File: src/rtl/tpiu_pkg.sv
// Shared TPIU framing constants and packer state encoding.
package tpiu_pkg;

   localparam int unsigned TPIU_FRAME_WORDS = 8;
   localparam logic [15:0] TPIU_HALFSYNC    = 16'h7FFF;

   typedef enum logic {
      UNSYNC  = 1'b0,
      COLLECT = 1'b1
   } tpiuState_t;

endpackage

File: src/rtl/tpiu_skid2.sv
// Two-entry synchronous FIFO; a push while full is ignored unless a pop frees a slot the same cycle.
module tpiu_skid2 #(
   parameter int unsigned DATA_W = 16
) (
   input  logic              clk,
   input  logic              rst,
   input  logic              push,
   input  logic              pop,
   input  logic              flush,
   input  logic [DATA_W-1:0] wrData,
   output logic [DATA_W-1:0] rdData_c,
   output logic              full_c,
   output logic              empty_c
);

   logic [DATA_W-1:0] mem [2];
   logic              wrPtr;
   logic              rdPtr;
   logic [1:0]        count;
   logic              doPush;
   logic              doPop;

   assign empty_c  = (count == 2'd0);
   assign full_c   = (count == 2'd2);
   assign rdData_c = mem[rdPtr];
   assign doPop    = pop && !empty_c;
   assign doPush   = push && (!full_c || doPop);

   always_ff @(posedge clk) begin
      if (!rst) begin
         wrPtr <= 1'b0;
         rdPtr <= 1'b0;
         count <= 2'd0;
      end else if (flush) begin
         wrPtr <= 1'b0;
         rdPtr <= 1'b0;
         count <= 2'd0;
      end else begin
         if (doPush) wrPtr <= ~wrPtr;
         if (doPop)  rdPtr <= ~rdPtr;
         count <= count + 2'(doPush) - 2'(doPop);
      end
   end

   // Storage needs no reset; occupancy is tracked by count.
   always_ff @(posedge clk) begin
      if (rst && !flush && doPush) mem[wrPtr] <= wrData;
   end

endmodule

File: src/rtl/tpiu_frame_packer.sv
// Packs aligned TPIU half-words into whole 8-word frames for the packet send buffer,
// discarding partial frames with PacketReset and keeping frame/drop statistics.
module tpiu_frame_packer
   import tpiu_pkg::*;
#(
   parameter int unsigned FRAME_WORDS     = TPIU_FRAME_WORDS,
   parameter bit          FILTER_HALFSYNC = 1'b1,
   parameter logic [15:0] HALFSYNC_WORD   = TPIU_HALFSYNC,
   parameter int unsigned CNT_W           = 16
) (
   input  logic             clk,
   input  logic             rst,
   input  logic [15:0]      WdIn,
   input  logic             WdInAvail,
   input  logic             SyncIn,
   input  logic             LostSync,
   output logic             WdAvail,
   output logic [15:0]      PacketWd,
   output logic             PacketReset,
   output logic             PacketCommit,
   output logic             Synced,
   output logic [CNT_W-1:0] FrameCount,
   output logic [CNT_W-1:0] DropCount,
   output logic             SkidOverf
);

   localparam int unsigned WORD_W   = 16;
   localparam int unsigned IDX_W    = $clog2(FRAME_WORDS);
   localparam logic [IDX_W-1:0] LAST_IDX = IDX_W'(FRAME_WORDS - 1);

   tpiuState_t        state, stateNext;
   logic [IDX_W-1:0]  wordIdx, idxNext;
   logic              pendCommit, pendCommitNext;
   logic              pendReset, pendResetNext;
   logic              wdAvailNext;
   logic [WORD_W-1:0] packetWdNext;
   logic              packetResetNext;
   logic              packetCommitNext;
   logic              syncedNext;
   logic [CNT_W-1:0]  frameCountNext;
   logic [CNT_W-1:0]  dropCountNext;
   logic              skidOverfNext;
   logic              dropInc;
   logic              accept;
   logic              canEmit;
   logic              partial;

   logic              skidPush, skidPop, skidFlush;
   logic [WORD_W-1:0] skidHead;
   logic              skidFull, skidEmpty;

   tpiu_skid2 #(.DATA_W(WORD_W)) uSkid (
      .clk      (clk),
      .rst      (rst),
      .push     (skidPush),
      .pop      (skidPop),
      .flush    (skidFlush),
      .wrData   (WdIn),
      .rdData_c (skidHead),
      .full_c   (skidFull),
      .empty_c  (skidEmpty)
   );

   always_ff @(posedge clk) begin
      if (!rst) begin
         state        <= UNSYNC;
         wordIdx      <= '0;
         pendCommit   <= 1'b0;
         pendReset    <= 1'b0;
         WdAvail      <= 1'b0;
         PacketWd     <= '0;
         PacketReset  <= 1'b0;
         PacketCommit <= 1'b0;
         Synced       <= 1'b0;
         FrameCount   <= '0;
         DropCount    <= '0;
         SkidOverf    <= 1'b0;
      end else begin
         state        <= stateNext;
         wordIdx      <= idxNext;
         pendCommit   <= pendCommitNext;
         pendReset    <= pendResetNext;
         WdAvail      <= wdAvailNext;
         PacketWd     <= packetWdNext;
         PacketReset  <= packetResetNext;
         PacketCommit <= packetCommitNext;
         Synced       <= syncedNext;
         FrameCount   <= frameCountNext;
         DropCount    <= dropCountNext;
         SkidOverf    <= skidOverfNext;
      end
   end

   always_comb begin
      stateNext        = state;
      idxNext          = wordIdx;
      pendCommitNext   = pendCommit;
      pendResetNext    = pendReset;
      wdAvailNext      = 1'b0;
      packetWdNext     = '0;
      packetResetNext  = 1'b0;
      packetCommitNext = 1'b0;
      syncedNext       = Synced;
      frameCountNext   = FrameCount;
      skidOverfNext    = 1'b0;
      dropInc          = 1'b0;
      skidPush         = 1'b0;
      skidPop          = 1'b0;
      skidFlush        = 1'b0;
      accept           = 1'b0;
      canEmit          = 1'b0;
      partial          = (wordIdx != '0) || !skidEmpty;

      // Queued strobes go out one per cycle ahead of any data, commit first.
      if (pendCommit) begin
         packetCommitNext = 1'b1;
         pendCommitNext   = 1'b0;
         frameCountNext   = FrameCount + CNT_W'(1);
         syncedNext       = 1'b1;
      end else if (pendReset) begin
         packetResetNext = 1'b1;
         pendResetNext   = 1'b0;
      end

      if (LostSync) begin
         if (partial) begin
            skidFlush     = 1'b1;
            pendResetNext = 1'b1;
            dropInc       = 1'b1;
         end
         idxNext    = '0;
         stateNext  = UNSYNC;
         syncedNext = 1'b0;
      end else if (SyncIn) begin
         if (state == UNSYNC) begin
            pendResetNext = 1'b1;
            stateNext     = COLLECT;
            idxNext       = '0;
         end else if (partial) begin
            skidFlush     = 1'b1;
            pendResetNext = 1'b1;
            dropInc       = 1'b1;
            idxNext       = '0;
         end
      end else if (state == COLLECT) begin
         accept  = WdInAvail && !(FILTER_HALFSYNC && (WdIn == HALFSYNC_WORD));
         canEmit = !(pendCommit || pendReset);
         // An empty skid lets the incoming word bypass straight to the output.
         if (canEmit && (!skidEmpty || accept)) begin
            wdAvailNext  = 1'b1;
            packetWdNext = skidEmpty ? WdIn : skidHead;
            skidPop      = !skidEmpty;
            if (wordIdx == LAST_IDX) begin
               idxNext        = '0;
               pendCommitNext = 1'b1;
            end else begin
               idxNext = wordIdx + IDX_W'(1);
            end
         end
         skidPush = accept && !(canEmit && skidEmpty);
         if (skidPush && skidFull && !skidPop) begin
            skidOverfNext = 1'b1;
            dropInc       = 1'b1;
         end
      end

      dropCountNext = (dropInc && (DropCount != '1)) ? DropCount + CNT_W'(1) : DropCount;
   end

endmodule
File: config.mk
export PLATFORM = sky130hd
export DESIGN_NAME = tpiu_frame_packer
export DESIGN_NICKNAME = d
export VERILOG_FILES = /design/src/rtl/tpiu_pkg.sv /design/src/rtl/tpiu_skid2.sv /design/src/rtl/tpiu_frame_packer.sv
export SDC_FILE = /design/constraint.sdc
export NUM_CORES = 1
export LEC_CHECK = 0
export ABC_AREA = 0
export BUFFER_PORTS_ARGS = -buffer_cell sky130_fd_sc_hd__buf_2
export CAP_MARGIN = 15
export CORE_MARGIN = 2
export CORE_UTILIZATION = 32
export DETAILED_ROUTE_END_ITERATION = 8
export PLACE_DENSITY_LB_ADDON = 0.05
export SKIP_LAST_GASP = 1
export SYNTH_ARGS = -nofsm -noshare
export SYNTH_HDL_FRONTEND = slang
export SYNTH_SLANG_ARGS = --single-unit
File: constraint.sdc
create_clock -name clk -period 3.03 [get_ports clk]
set_input_delay 0.1515 -clock clk [delete_from_list [all_inputs] [get_ports clk]]
set_output_delay 0.1515 -clock clk [all_outputs]
set_load 0.02 [all_outputs]
# ---- After elaboration in Yosys (flattened, before gate mapping)
# Memory sizes are Yosys's and may differ from the RTL's. A register that Yosys moved wholly into a read port is not among the register bits.
# Cells that the tools add are included.
dict set report word_totals {
  n_memories 1
  ram_bits 32
  elab_cells 102
  ff_bits 63
  in_bits 21
  output_inout_bits 53
}
# name words width read_ports rd_clocked_by_memory_dff write_ports line
set memory_table {}
lappend memory_table {uSkid.mem 2 16 1 1 1 tpiu_skid2.sv:16} ;# logic [DATA_W-1:0] mem [2];
dict set report classes {
  bitwise 5
  muxes 38
  n_reduce_logical 33
  eq_ne 5
  add_sub_neg 5
}
# op n
set op_table {}
lappend op_table {{$add A16 B1 Y16 const B} 2}
lappend op_table {{$mux W1} 31}
lappend op_table {{$mux W3} 6}
lappend op_table {{$eq A16 B15 Y1 const B} 1}
lappend op_table {{$mux W16} 1}
lappend op_table {{$ne A16 B16 Y1 const B} 1}
lappend op_table {{$logic_and A1 B1 Y1} 11}
lappend op_table {{$logic_not A1 Y1} 7}
lappend op_table {{$reduce_or A2 Y1} 3}
lappend op_table {{$not A1 Y1} 5}
lappend op_table {{$reduce_or A5 Y1} 1}
lappend op_table {{$logic_or A1 B1 Y1} 4}
lappend op_table {{$reduce_bool A2 Y1} 2}
lappend op_table {{$reduce_or A4 Y1} 1}
lappend op_table {{$add A3 B1 Y3 const B} 1}
lappend op_table {{$eq A3 B3 Y1 const B} 1}
lappend op_table {{$ne A3 B2 Y1 const B} 1}
lappend op_table {{$reduce_and A3 Y1} 1}
lappend op_table {{$reduce_bool A3 Y1} 1}
lappend op_table {{$reduce_or A3 Y1} 1}
lappend op_table {{$add A2 B1 Y2} 1}
lappend op_table {{$eq A2 B2 Y1 const B} 1}
lappend op_table {{$logic_not A2 Y1} 1}
lappend op_table {{$sub A2 B1 Y2} 1}

# ---- Depth between registers and ports, before layout
dict set report logic_depth {
  ltp_word 18
  depth_mapped 9
}

# ---- Cells and area by module
# From an unflattened synthesis, not the netlist that was laid out.
dict set report unflattened {
  cells_unflattened 375
  hier_area_um2 4062.6
}
# module n_inst cells_each area_per_inst_um2
set modules_own_cells {}
lappend modules_own_cells {tpiu_frame_packer 1 295 2667.6}
lappend modules_own_cells {tpiu_skid2 1 80 1395.1}

# ---- Least setup slack after synthesis
# Ideal clock, no wire load.
dict set report synth_path {
  kind {reg2reg}
  start {register wordIdx[0]}
  end {memory uSkid.mem[0][0], enable pin}
  slack_ns 0.488
  path_buffers 0
  path_stages_with_launch 8
  arrival_ns 2.154
  setup_time_ns 0.388
  cell_sequence {dfxtp_1 inv_1 ha_1 or4b_2 o21ai_0 and2_1 nand2_1 nor2_1}
}
dict set report synth_via {
  elab_chain_len 11
}
# element line
set synth_lines {}
lappend synth_lines {{from (decl)} tpiu_frame_packer.sv:32} ;# logic [IDX_W-1:0] wordIdx, idxNext;
lappend synth_lines {{from (signal assigned)} tpiu_frame_packer.sv:80} ;# wordIdx <= idxNext;
lappend synth_lines {{$reduce_bool A3 Y1 *} tpiu_frame_packer.sv:112} ;# partial = (wordIdx != '0) || !skidEmpty;
lappend synth_lines {{$logic_or A1 B1 Y1 *} tpiu_frame_packer.sv:112}
lappend synth_lines {{$mux W1 *} {tpiu_frame_packer.sv:126, tpiu_frame_packer.sv:139}}
lappend synth_lines {{$mux W1} tpiu_frame_packer.sv:135} ;# if (state == UNSYNC) begin
lappend synth_lines {{$mux W1} tpiu_frame_packer.sv:134} ;# end else if (SyncIn) begin
lappend synth_lines {{$mux W1 *} tpiu_frame_packer.sv:125} ;# if (LostSync) begin
lappend synth_lines {{$logic_not A1 Y1 *} tpiu_skid2.sv:47} ;# if (rst && !flush && doPush) mem[wrPtr] <= wrData;
lappend synth_lines {{$logic_and A1 B1 Y1 * (2 in a row)} tpiu_skid2.sv:47}
lappend synth_lines {{$mux W1 *} tpiu_skid2.sv:47}
lappend synth_lines {{$mux W1 (implied by the code) *} tpiu_skid2.sv:47}
lappend synth_lines {{to (decl)} tpiu_skid2.sv:16}
# Every way passes the cells marked *; elsewhere a longest branch is shown, timed or not.

# ---- Final worst setup path
dict set report layout_path {
  start {register state}
  end {register DropCount[8]}
}
dict set report layout_via {
  elab_chain_len 4
  elab_cells_between_ends 5
  cone_classes {mux: 4; reduce/logical: 1}
}
# element line
set layout_lines {}
lappend layout_lines {{from (decl)} tpiu_frame_packer.sv:31} ;# tpiuState_t state, stateNext;
lappend layout_lines {{from (signal assigned)} tpiu_frame_packer.sv:79} ;# state <= stateNext;
lappend layout_lines {{$mux W1, on equally long branches} --}
lappend layout_lines {{$mux W1 *} tpiu_frame_packer.sv:134}
lappend layout_lines {{$mux W1 *} tpiu_frame_packer.sv:125}
lappend layout_lines {{$logic_and A1 B1 Y1 *} tpiu_frame_packer.sv:167} ;# dropCountNext = (dropInc && (DropCount != '1)) ? DropCount + CNT_W'(1) : DropCount;
lappend layout_lines {{to (signal assigned)} tpiu_frame_packer.sv:89} ;# DropCount <= dropCountNext;
lappend layout_lines {{to (decl)} tpiu_frame_packer.sv:23} ;# output logic [CNT_W-1:0] DropCount,
# Marked as above.
# A chain may end at the register's enable or synchronous reset.

==> metrics.txt <==
# TYPE chip_impl_metric gauge
chip_impl_metric{name="drt_wl_total",unit="um"} 8420
chip_impl_metric{name="clkTransAtPathRegs",unit="ps"} 70
chip_impl_metric{name="die_h",unit="um"} 115
chip_impl_metric{name="arithmetic_cell_share_of_the_synthesized_area_counting_full_adders_half_adders_and_majority_gates",unit="%"} 1.91
chip_impl_metric{name="slowest_delay",unit="ps"} 510
chip_impl_metric{name="worst_slew_margin_rel",unit="%"} 32.3
chip_impl_metric{name="vias_per_cell",unit=""} 4.84
chip_impl_metric{name="fin_nets",unit=""} 468
chip_impl_metric{name="avgSynthCellArea",unit="um^2"} 10.7
chip_impl_info{name="path_cells",value="or3b_4 > or4b_4 > o21a_1 > buf_4 > or4_1 > a21oi_1"} 1
chip_impl_info{name="cpMaxStageDelayCell",value="or4b_4"} 1
chip_impl_metric{name="area.sequential",unit="um^2"} 2240
chip_impl_metric{name="fin_crit",unit="ps"} 2410
chip_impl_metric{name="fillers",unit=""} 1192
chip_impl_metric{name="areaGrowthSynthToFinish",unit="%"} 21.5
chip_impl_metric{name="netlist_area",unit="um^2"} 3930
chip_impl_metric{name="report.final.setup_viol",unit=""} 0
chip_impl_metric{name="cts_max_level",unit=""} 3
chip_impl_metric{name="synth_cells",unit=""} 368
chip_impl_metric{name="globalplace.congestion",unit=""} 0.739
chip_impl_metric{name="tritoncts.num_buffers",unit=""} 9
chip_impl_metric{name="clk_latency",unit="ps"} 340
chip_impl_metric{name="drtPass1Iterations",unit=""} 4
chip_impl_metric{name="synth_edf_count",unit=""} 32
chip_impl_info{name="combinational_family_with_the_most_area_after_synthesis",value="simple AND/OR/NAND/NOR gates"} 1
chip_impl_metric{name="global_route.overflow_total",unit=""} 0
chip_impl_metric{name="async_flop_share",unit="%"} 0
chip_impl_info{name="critical_path_sink_type",value="register"} 1
chip_impl_metric{name="placeableCoreArea",unit="um^2"} 12000
chip_impl_metric{name="synth_seq_cells",unit=""} 96
chip_impl_metric{name="max_freq",unit="MHz"} 414
chip_impl_info{name="root_buffer",value="clkbuf_16"} 1
chip_impl_metric{name="grt_pass1_vias",unit=""} 2702
chip_impl_metric{name="syn_nets",unit=""} 395
chip_impl_metric{name="path_max_fanout",unit=""} 27
chip_impl_metric{name="post-cts-setup-buffers",unit=""} 0
chip_impl_metric{name="die_width",unit="um"} 115
chip_impl_metric{name="synth.yosys.warnings",unit=""} 0
chip_impl_metric{name="synth_cell_types",unit=""} 43
chip_impl_info{name="postSynth.topFlopCell",value="dfxtp_1"} 1
chip_impl_metric{name="antennaDiodeCount",unit=""} 0
chip_impl_metric{name="grt_start_max_net_pins",unit=""} 34
chip_impl_metric{name="power.density_cell_area",unit="nW/um^2"} 565
chip_impl_metric{name="synth-compound-area-share",unit="%"} 8.32
chip_impl_metric{name="post-route-worst-setup-slack",unit="ps"} 615
chip_impl_info{name="cts_tree",value="done"} 1
chip_impl_metric{name="hold_viol",unit=""} 0
chip_impl_metric{name="grt_pass1_wl",unit="um"} 13600
chip_impl_metric{name="leakagePower",unit="nW"} 1.85
chip_impl_info{name="grt_setup_unrepaired",value="no"} 1
chip_impl_metric{name="num_rows",unit=""} 40
chip_impl_info{name="commonest_cells_after_routing_fill_and_taps_aside",value="73 x buf_2, 64 x dfxtp_1, 51 x nor2_1, 32 x edfxtp_1, 25 x mux2i_1"} 1
chip_impl_metric{name="place_worst_setup_slack",unit="ps"} 620
chip_impl_metric{name="cts_buffer_depth",unit=""} 2
chip_impl_metric{name="i_o_pin_total",unit=""} 74
chip_impl_metric{name="detail_route.drc_violations",unit=""} 0
chip_impl_metric{name="final.setup.tns",unit="ps"} 0
chip_impl_metric{name="route.detailed.wl_per_inst",unit="um"} 14.2
chip_impl_metric{name="seq_area_frac_synth",unit="%"} 57.1
chip_impl_metric{name="holdBufCountCts",unit=""} 0
chip_impl_metric{name="post_synth_mux_area_share",unit="%"} 6.37
chip_impl_metric{name="antenna_left",unit=""} 0
chip_impl_metric{name="layout_worst_path_cycle_share",unit="%"} 79.7
chip_impl_metric{name="synth-xor-area-share",unit="%"} 4.02
chip_impl_metric{name="layout-drive-gt1-share",unit="%"} 21.7
chip_impl_metric{name="cts_num_sinks",unit=""} 96
chip_impl_metric{name="maxCapViolations",unit=""} 0
chip_impl_metric{name="global_route_usage_over_all_layers",unit="%"} 13.3
chip_impl_info{name="worst_hold_path_type",value="in -> reg"} 1
chip_impl_metric{name="max_slew.worst_pin.slew",unit="ps"} 1010
chip_impl_info{name="result_of_the_run",value="completed"} 1
chip_impl_metric{name="post_synth_and_or_nand_nor_area_fraction",unit="%"} 19.3
chip_impl_metric{name="die_area",unit="um^2"} 13200
chip_impl_metric{name="ir_drop",unit="mV"} 0.312
chip_impl_metric{name="postCtsResizedCells",unit=""} 0
chip_impl_metric{name="timing.critical_path.arrival",unit="ps"} 2690
chip_impl_metric{name="worst_clock_skew",unit="ps"} 9.34
chip_impl_info{name="setup.worst_path.class",value="reg -> reg"} 1
chip_impl_metric{name="multi_input_comb_area",unit="um^2"} 1570
chip_impl_metric{name="initial_utilization",unit="%"} 32.7
chip_impl_metric{name="dpl.hpwl",unit="um"} 5740
chip_impl_info{name="start_kind",value="register"} 1
chip_impl_metric{name="report.final.slew_viol_count",unit=""} 0
chip_impl_info{name="layout_commonest_cell",value="buf_2"} 1
chip_impl_metric{name="worst_ep_required_time",unit="ps"} 3310
chip_impl_metric{name="vias",unit=""} 2872
chip_impl_metric{name="antenna_found_initial",unit=""} 0
chip_impl_metric{name="initialDrtViolationCount",unit=""} 127
chip_impl_metric{name="port_buffers",unit=""} 73
==> final cells by class <==
class | instances | share of cell area [%]
clock buffers | 10 | 4.80
clock inverters | 6 | 2.26
inverters | 8 | 0.629
multi-input cells | 247 | 32.9
flip-flops and latches | 96 | 47.0
well taps | 147 | 3.86
repair buffers | 79 | 8.60
==> registers in the layout, indices dropped and copies added, names as in the netlist, named ones only <==
signal / count
uSkid.mem: 32
DropCount: 16
FrameCount: 16
PacketWd: 16
wordIdx: 3
uSkid.count: 2
PacketCommit: 1
PacketReset: 1
SkidOverf: 1
Synced: 1
WdAvail: 1
pendCommit: 1
pendReset: 1
state: 1
uSkid.rdPtr: 1
uSkid.wrPtr: 1
==> report_power, final <==
part / leakage, nW / total, mW / switching [mW] / internal [mW]
Clock: 0.164 / 1.28 / 0.477 / 0.804
Combinational: 0.884 / 0.0778 / 0.0497 / 0.0281
Sequential: 0.803 / 1.34 / 0.00381 / 1.33
==> cell usage after synthesis (8+ instances only) <==
cell type / n / area share, %
a211oi_1: 16 / 3.1
a21oi_1: 11 / 1.4
clkbuf_1: 13 / 1.2
dfxtp_1: 64 / 33
edfxtp_1: 32 / 24
mux2i_1: 25 / 6.4
nand2_1: 24 / 2.3
nand3_1: 13 / 1.7
nand4_1: 9 / 1.4
nor2_1: 51 / 4.9
nor3_1: 8 / 1.0
o21ai_0: 8 / 1.0
xnor2_1: 8 / 1.8
xor2_1: 10 / 2.2
==> cell families after synthesis <==
group           Yosys count
simple gates            149
flops                    96
compound gates           49
buf+inv                  25
mux                      25
xor+xnor                 18
fa+ha+maj                 6
==> stage by stage <==
stage / power, mW / instances / utilization, % / hold slack, ps / instance area, um^2
floorplan: 1.41 / 368 / - / 250 / 3930
global placement: 1.44 / 577 / 36.9 / 377 / 4430
detailed placement: 1.44 / 577 / 36.9 / 381 / 4430
CTS: 2.74 / 593 / 39.7 / 15.2 / 4770
global route: 2.80 / 593 / 39.7 / 22.6 / 4770
finish: 2.69 / 593 / 39.7 / 34.3 / 4770
==> critical path, delay by kind of cell (launching register included) <==
kind	cells	cell delay, ps
simple gates	3	1440
flops	1	370
compound gates	2	330
buf+inv	1	200
==> final timing paths <==
check	startpoint	endpoint	slack, ps	depth (start not counted)
worst min register to register	FrameCount[15]	FrameCount[15]	470	2
worst max register to register	state	DropCount[8]	620	6
worst min-delay path	WdIn[0]	uSkid.mem[1][0]	30	1
worst max-delay path	state	DropCount[8]	620	6
==> layer usage <==
layer  global-route usage [%]  routed length (um)  up-vias
li1                         -                   -     1468
met1                     17.4                4190     1336
met2                     20.6                3760       58
met3                     4.11                 355       10
met4                     5.54                 115        0
met5                        0                   0        -
Power figures use the tool's default switching activity.
